File: config.mk
export PLATFORM = sky130hd
export DESIGN_NAME = tile_sequencer
export DESIGN_NICKNAME = d
export VERILOG_FILES = /design/src/rtl/tile_sequencer.sv
export SDC_FILE = /design/constraint.sdc
export NUM_CORES = 1
export LEC_CHECK = 0
export ABC_AREA = 0
export CAP_MARGIN = 20
export CORE_ASPECT_RATIO = 0.6
export CORE_MARGIN = 4
export CORE_UTILIZATION = 35
export DETAILED_ROUTE_END_ITERATION = 7
export DONT_BUFFER_PORTS = 1
export SYNTH_ARGS = -nofsm -noshare
export SYNTH_HDL_FRONTEND = slang
export SYNTH_SLANG_ARGS = --single-unit
File: constraint.sdc
create_clock -name clock -period 2.49 [get_ports clock]
set_input_delay 0.498 -clock clock [delete_from_list [all_inputs] [get_ports clock]]
set_output_delay 0.498 -clock clock [all_outputs]
set_load 0.005 [all_outputs]
File: src/rtl/tile_sequencer.sv
// tile_sequencer: backtracking scheduler for a chain of tile solvers.
// Passes a single one-hot "myturn" token along the chain, advancing on the
// current tile's passfwd and retreating on its passbak. A tile that gives up
// is cleared so that its candidate scan restarts on its next turn.
// Optional macro TILE_SEQ_STEP_COUNT_EN adds a saturating ISSUE-entry counter
// on the steps port. When the macro is undefined, steps reads as zero.
module tile_sequencer #(
    parameter int unsigned NUM_TILES = 16,
    parameter int unsigned IDX_W     = $clog2(NUM_TILES)
) (
    input  logic                 clock,
    input  logic                 reset,
    input  logic                 start,
    output logic [NUM_TILES-1:0] myturn,
    output logic [NUM_TILES-1:0] tile_clear,
    input  logic [NUM_TILES-1:0] passfwd,
    input  logic [NUM_TILES-1:0] passbak,
    output logic [IDX_W-1:0]     cur_idx,
    output logic                 busy,
    output logic                 done,
    output logic                 failed,
    output logic                 proto_err,
    output logic [31:0]          steps
);

    typedef enum logic [2:0] {
        StIdle,
        StClrAll,
        StIssue,
        StWait,
        StClrOne,
        StDone,
        StFail
    } state_e;

    localparam logic [IDX_W-1:0] LastIdx = IDX_W'(NUM_TILES - 1);

    state_e                 state_q, state_d;
    logic [IDX_W-1:0]       idx_q, idx_d;
    logic                   proto_d;
    logic                   hit_fwd, hit_bak;
    logic [NUM_TILES-1:0]   sel_d;

    // Only the tile holding the turn is listened to.
    assign hit_fwd = passfwd[idx_q];
    assign hit_bak = passbak[idx_q];
    assign sel_d   = NUM_TILES'(1) << idx_d;
    assign cur_idx = idx_q;

    // Next-state, next-index and sticky protocol-error decode.
    always_comb begin
        state_d = state_q;
        idx_d   = idx_q;
        proto_d = proto_err;
        unique case (state_q)
            StIdle: begin
                if (start) state_d = StClrAll;
            end
            StClrAll: begin
                idx_d   = '0;
                state_d = StIssue;
            end
            StIssue: begin
                state_d = StWait;
            end
            StWait: begin
                // passbak wins when both arrive together; that case is flagged.
                if (hit_bak) begin
                    if (hit_fwd) proto_d = 1'b1;
                    state_d = (idx_q == '0) ? StFail : StClrOne;
                end else if (hit_fwd) begin
                    if (idx_q == LastIdx) begin
                        state_d = StDone;
                    end else begin
                        idx_d   = idx_q + IDX_W'(1);
                        state_d = StIssue;
                    end
                end
            end
            StClrOne: begin
                idx_d   = idx_q - IDX_W'(1);
                state_d = StIssue;
            end
            StDone, StFail: begin
                if (start) state_d = StClrAll;
            end
            default: state_d = StIdle;
        endcase
        if (state_d == StClrAll) proto_d = 1'b0;
    end

    // State register; outputs are registered from the next state so they
    // track the registered state exactly (Moore behaviour).
    always_ff @(posedge clock) begin
        if (reset) begin
            state_q    <= StIdle;
            idx_q      <= '0;
            myturn     <= '0;
            tile_clear <= '0;
            busy       <= 1'b0;
            done       <= 1'b0;
            failed     <= 1'b0;
            proto_err  <= 1'b0;
        end else begin
            state_q    <= state_d;
            idx_q      <= idx_d;
            myturn     <= (state_d == StIssue) ? sel_d : '0;
            if (state_d == StClrAll) begin
                tile_clear <= '1;
            end else if (state_d == StClrOne) begin
                tile_clear <= sel_d;
            end else begin
                tile_clear <= '0;
            end
            busy       <= (state_d == StClrAll) || (state_d == StIssue) ||
                          (state_d == StWait)   || (state_d == StClrOne);
            done       <= (state_d == StDone);
            failed     <= (state_d == StFail);
            proto_err  <= proto_d;
        end
    end

`ifdef TILE_SEQ_STEP_COUNT_EN
    logic [31:0] steps_q;

    // Count ISSUE entries since the last full clear, saturating at all-ones.
    always_ff @(posedge clock) begin
        if (reset || (state_d == StClrAll)) begin
            steps_q <= '0;
        end else if ((state_d == StIssue) && (steps_q != '1)) begin
            steps_q <= steps_q + 32'd1;
        end
    end

    assign steps = steps_q;
`else
    assign steps = '0;
`endif

endmodule

==> results.toml, run 1 <==
[critical_path]
critical_path_class = "reg -> reg"
cp_data_required_time_ns = 2.66
worstSetupEndpointType = "register"
crit_fanout = 8
ff2ff_path_depth = 8
crit-reg2reg-launch = "cur_idx[0]"
rrSetupSlack_ns = -0.14
cp_top_family = "multiplexers"
cp-start-kind = "register"
path_cells = "mux4_2, mux2_4, a32oi_4, o311a_4, nor2b_4, or4b_4, buf_6, o31ai_1"
crit_slowest_cell = "mux4_2"
slowest_delay_ns = 0.51
timing.rr.end = "tile_clear[4]"
arrival_ns = 2.80
crit_buf_inv = 1

[cts]
cts_buffers = 5
clock-sinks = 43
cts_buffer_depth = 2
clk_pin_slew_ns = 0.06
postCtsHoldBufs = 0
clock_latency_ns = 0.28
cts_root_buffer = "clkbuf_16"
cts_tree = "done"
cts_max_level = 2

[synth]
synth_ff_type = "dfxtp_1"
yosys_warnings = 0
avgSynthCellArea_um2 = 9.19
syn_inst = 269
ys_ff_latch = 43
synth_cell_types = 55
ys_seq_area_share_pct = 34.8
synth_area_um2 = 2470
synth-edff-count = 0
synth-async-reset-ratio_pct = 0

[power]
p_int_mw = 1.63
p_clk_share_pct = 35.9
power.total_mw = 2.30
swShare_pct = 29.0
cellLeakagePower_nw = 1.31
ir_drop_mv = 0.417
p_comb_share_pct = 28.7
netSwitchingPower_uw = 668
seq_power_share_pct = 35.4
power-per-cell-area_nw_per_um2 = 688

[cells_and_area]
final_cell_mix = "dfxtp_1 (41), buf_4 (37), conb_1 (32)"
final_cell_count_no_fill = 391
drive_gt1_share_pct = 39.5
areaGrowthSynthToFinish_pct = 35.3
nNetsFinal = 341
final_core_util_pct = 49.4
final_area_um2 = 3340
fillers = 622
antenna_cells = 0
mostFrequentLayoutCell = "dfxtp_1"

[routing]
wirelength_mm = 7.16
ant_nets = 0
vias = 2097
drcViolationCount = 0
via_per_inst = 5.36
drtIter0Drc = 113
detail_route.first_pass.iterations = 4
avgRoutedWirePerCell_um = 18.3

[sta]
final.setup_skew_ns = 0.00488
finalSetupViolations = 28
fmax_ghz = 0.381
setup-tns-final_ns = -2.20
worstMarginPinSlew_ns = 0.889
worst_slack_ns = -0.135
slew_violations = 0
fin_crit_sh_pct = 105
slew-limit-headroom_pct = 40.0
hold_viol_final = 0
holdWs_ns = 0.279
rsz0062_at_grt = "true"
period_minus_slack_ns = 2.63

[hold_path]
hold_path_end = "cur_idx[0]"
hp-start = "reset"
hold_depth = 1
hold_path.class = "in -> reg"

[grt]
grt_max_degree = 18
antenna_found_initial = 0
grt_pass1_vias = 1941
use_met2_pct = 21.0
track_usage_pct = 15.9
met3_usage_pct = 6.13
grt_pass1_wl_mm = 10.5
top_usage_layer = "met1"
grtUsageMet1_pct = 24.1
overflow = 0

[placed_design]
place_ws_ns = -0.279
placed_cells = 374
postPlaceCellArea_um2 = 2680
port-buffer-count = 0
gp_congestion = 0.903
hpwl_mm = 5.08

[die]
initial_core_util_pct = 36.5
dieHeight_um = 73.1
die-area_um2 = 8510
core_um2 = 6760
die_w_um = 116
rows = 23
io_pins = 107

[flow_run]
maxCapViolCount = 0

[outcome]
status = "finished, violations left"
violations = "setup timing"
per-layer routing:
metal,vias to the layer above,wire (um)
met2,71,3060
li1,988,-
met4,0,74
met3,8,670
met1,1030,3350
met5,-,0
sequential cells by signal, indices dropped and copies added, names as in the netlist:
name	cells
failed	1
busy	1
state_q	3
myturn	16
cur_idx	4
done	1
proto_err	1
tile_clear	16
synth_stat cells, types with 3 or more instances:
| master | n | area share, % |
|---|---|---|
| nand2b_1 | 4 | 1.0 |
| o21ai_0 | 7 | 1.4 |
| ha_1 | 3 | 1.5 |
| and3_1 | 3 | 0.76 |
| nand3_1 | 6 | 1.2 |
| clkbuf_1 | 11 | 1.7 |
| mux4_2 | 4 | 3.6 |
| buf_2 | 3 | 0.61 |
| nor3_1 | 5 | 1.0 |
| o211ai_1 | 3 | 0.91 |
| buf_4 | 34 | 10 |
| buf_6 | 4 | 1.8 |
| nand2_1 | 18 | 2.7 |
| nor2b_1 | 3 | 0.76 |
| or3_1 | 3 | 0.76 |
| a21oi_1 | 5 | 1.0 |
| dfxtp_1 | 43 | 35 |
| inv_1 | 7 | 1.1 |
| mux2i_1 | 12 | 4.9 |
| nor2_1 | 15 | 2.3 |
| nor4_2 | 3 | 1.5 |
| o31ai_1 | 16 | 4.9 |
| a21o_1 | 3 | 0.91 |
| nor4_1 | 14 | 3.5 |
power by group through the flow:
stage	registers [mW]	clock network, mW	logic [mW]
after floorplan	0.803	0	0.364
after detailed placement	0.833	0	0.469
final	0.814	0.825	0.661
after global placement	0.834	0	0.458
after global routing	0.825	0.875	0.712
after CTS	0.817	0.836	0.525
how the worst max path moves through the flow:
stage               slack, ns        endpoint  cells past startpoint         from
floorplan               -0.13  tile_clear[10]                      9  passbak[11]
global placement        -0.19  tile_clear[12]                      8   cur_idx[0]
detailed placement      -0.28   tile_clear[3]                      7   cur_idx[0]
CTS                     -0.13   tile_clear[4]                      8   cur_idx[0]
global route            -0.22       myturn[3]                      8   cur_idx[0]
finish                  -0.14   tile_clear[4]                      8   cur_idx[0]
final cells by class:
cell class | instances | area [um2] | share of cell area [%]
Clock buffer | 6 | 129 | 3.85
Tap cell | 87 | 109 | 3.26
Multi-Input combinational cell | 198 | 1700 | 50.9
Sequential cell | 43 | 866 | 25.9
Clock inverter | 2 | 60.1 | 1.80
Timing Repair Buffer | 48 | 450 | 13.5
Inverter | 7 | 26.3 | 0.786
cells by family after synthesis:
family                   after synthesis  share of synthesized area [%]
AND/OR/NAND/NOR                       88                           20.2
buffers and inverters                 59                           15.5
AO/OA/AOI/OAI                         53                           16.0
flip-flops                            43                           34.8
multiplexers                          20                           11.1
adder cells (fa/ha/maj)                3                           1.52
XOR/XNOR                               2                          0.709
other                                  1                          0.152
what timing repair did:
item / CTS / global route
buffers inserted: 3 / 3
endpoints found under the setup margin: 33 / 33
gates resized for setup: 24 / 55
pin swaps: 2 / 14
cloned: 2 / 1
Note: power is estimated with default switching activity, not from simulation.
==> inputs of run 2 (changes only) <==
GPL_ROUTABILITY_DRIVEN = 0   (was not set)
MAX_ROUTING_LAYER = met4   (was not set)
==> results.toml, run 2 (same netlist as run 1, synthesis figures left out) <==
[outcome]
status = "finished, violations left"
violations = "setup timing"

[sta]
period_minus_slack_ns = 2.59
worst_slack_ns = -0.0956
hold_viol_final = 0
rsz0062_at_grt = "true"
final.setup_skew_ns = 0.00464
slew-limit-headroom_pct = 38.2
fmax_ghz = 0.387
slew_violations = 0
holdWs_ns = 0.273
fin_crit_sh_pct = 104
finalSetupViolations = 28
worstMarginPinSlew_ns = 0.915

[routing]
drtIter0Drc = 181
vias = 2094
wl_met2_mm = 3.14
ant_nets = 0
wl_met1_mm = 3.17
highest_layer = "met4"
wirelength_mm = 7.11
detail_route.first_pass.iterations = 4
via_per_inst = 5.33
avgRoutedWirePerCell_um = 18.1
drcViolationCount = 0
met3WireLength_um = 761

[critical_path]
cp_top_family = "multiplexers"
arrival_ns = 2.78
crit-reg2reg-launch = "cur_idx[0]"
crit_fanout = 8
path_cells = "mux4_2, mux2_4, nor4_4, a21o_2, mux2i_2, buf_4, o21ai_4, o31ai_2"
crit_start = "cur_idx[0]"
critical_path_class = "reg -> reg"
crit_buf_inv = 1
crit_slowest_cell = "mux4_2"
cp_data_required_time_ns = 2.68
cp-start-kind = "register"
slowest_delay_ns = 0.50
worstSetupEndpointType = "register"

[cts]
cts_tree = "done"
clock_latency_ns = 0.28
cts_buffers = 5
cts_buffer_depth = 2
cts_max_level = 2
cts_root_buffer = "clkbuf_16"
postCtsHoldBufs = 0
clock-sinks = 43
clk_pin_slew_ns = 0.06

[die]
rows = 23
initial_core_util_pct = 36.5
core_um2 = 6760
dieHeight_um = 73.1
die-area_um2 = 8510
io_pins = 107
die_w_um = 116

[placed_design]
postPlaceCellArea_um2 = 2670
hpwl_mm = 4.86
place_ws_ns = -0.208
port-buffer-count = 0
placed_cells = 374

[grt]
grt_pass1_wl_mm = 10.3
grt_max_degree = 18
track_usage_pct = 16.0
antenna_found_initial = 0
grt_pass1_vias = 1904
overflow = 0

[cells_and_area]
mostFrequentLayoutCell = "dfxtp_1"
areaGrowthSynthToFinish_pct = 34.1
antenna_cells = 0
final_cell_mix = "dfxtp_1 (40), buf_4 (35), conb_1 (32)"
drive_gt1_share_pct = 38.9
final_area_um2 = 3310
fillers = 586
final_cell_count_no_fill = 393
nNetsFinal = 343

[flow_run]
maxCapViolCount = 0

[hold_path]
hold_path.class = "in -> reg"
hp-start = "reset"

[power]
ir_drop_mv = 0.341
cellLeakagePower_nw = 1.31
power-per-cell-area_nw_per_um2 = 666
[run 2: cell types whose count changed in the layout (fill, tap and decap cells not counted), sizes merged]
cell / previous run / this run
buf: 47 / 48
bufinv: 2 / 1
clkinv: 0 / 2
[run 2: worst register-to-register path, stage by stage, from the launching register on]
cell and delay, ns:
dfxtp_4 0.39, mux4_2 0.50, mux2_4 0.33, nor4_4 0.21, a21o_2 0.20, mux2i_2 0.28
buf_4 0.17, o21ai_4 0.11, o31ai_2 0.31
[run 2: final timing paths]
path,end,slack [ns],cells after the start
worst max register to register,tile_clear[1],-0.1,8
worst min-delay path,cur_idx[0],0.27,1
worst max-delay path,tile_clear[1],-0.1,8
worst min register to register,proto_err,0.55,2
[run 2: report_power, final]
group / total (mW) / switching, mW / internal, mW
logic: 0.654 / 0.357 / 0.297
clock network: 0.738 / 0.265 / 0.473
registers: 0.814 / 0.0559 / 0.758
total: 2.21 / 0.678 / 1.53
[run 2: cell type report]
cell class                      count  area (um2)  area share, %
Sequential cell                    43         867           26.2
Clock inverter                      3        43.8           1.32
Multi-Input combinational cell    198        1660           50.0
Timing Repair Buffer               50         484           14.6
Clock buffer                        5         125           3.78
Tap cell                           87         109           3.29
Inverter                            7        26.3          0.793
[run 2: stage by stage]
stage | utilization (%) | power, mW | setup TNS (ns)
after floorplan | - | 1.17 | -1.31
after global placement | 39.5 | 1.29 | -2.69
after detailed placement | 39.5 | 1.29 | -3.25
after CTS | 44.5 | 2.10 | -1.61
after global routing | 49.0 | 2.30 | -4.91
final | 49.0 | 2.21 | -1.58
[run 2: layer usage]
layer	up-vias	GRT usage, %
li1	1000	-
met1	1006	22.8
met2	84	21.7
met3	4	5.88
met4	0	2.70
met5	-	-
[run 2: what timing repair did]
item                       4_1_cts  5_1_grt
cloned                           3        2
setup endpoints to repair       33       33
buffers inserted                 2        4
gates resized for setup         34       47
pin swaps                        6       12
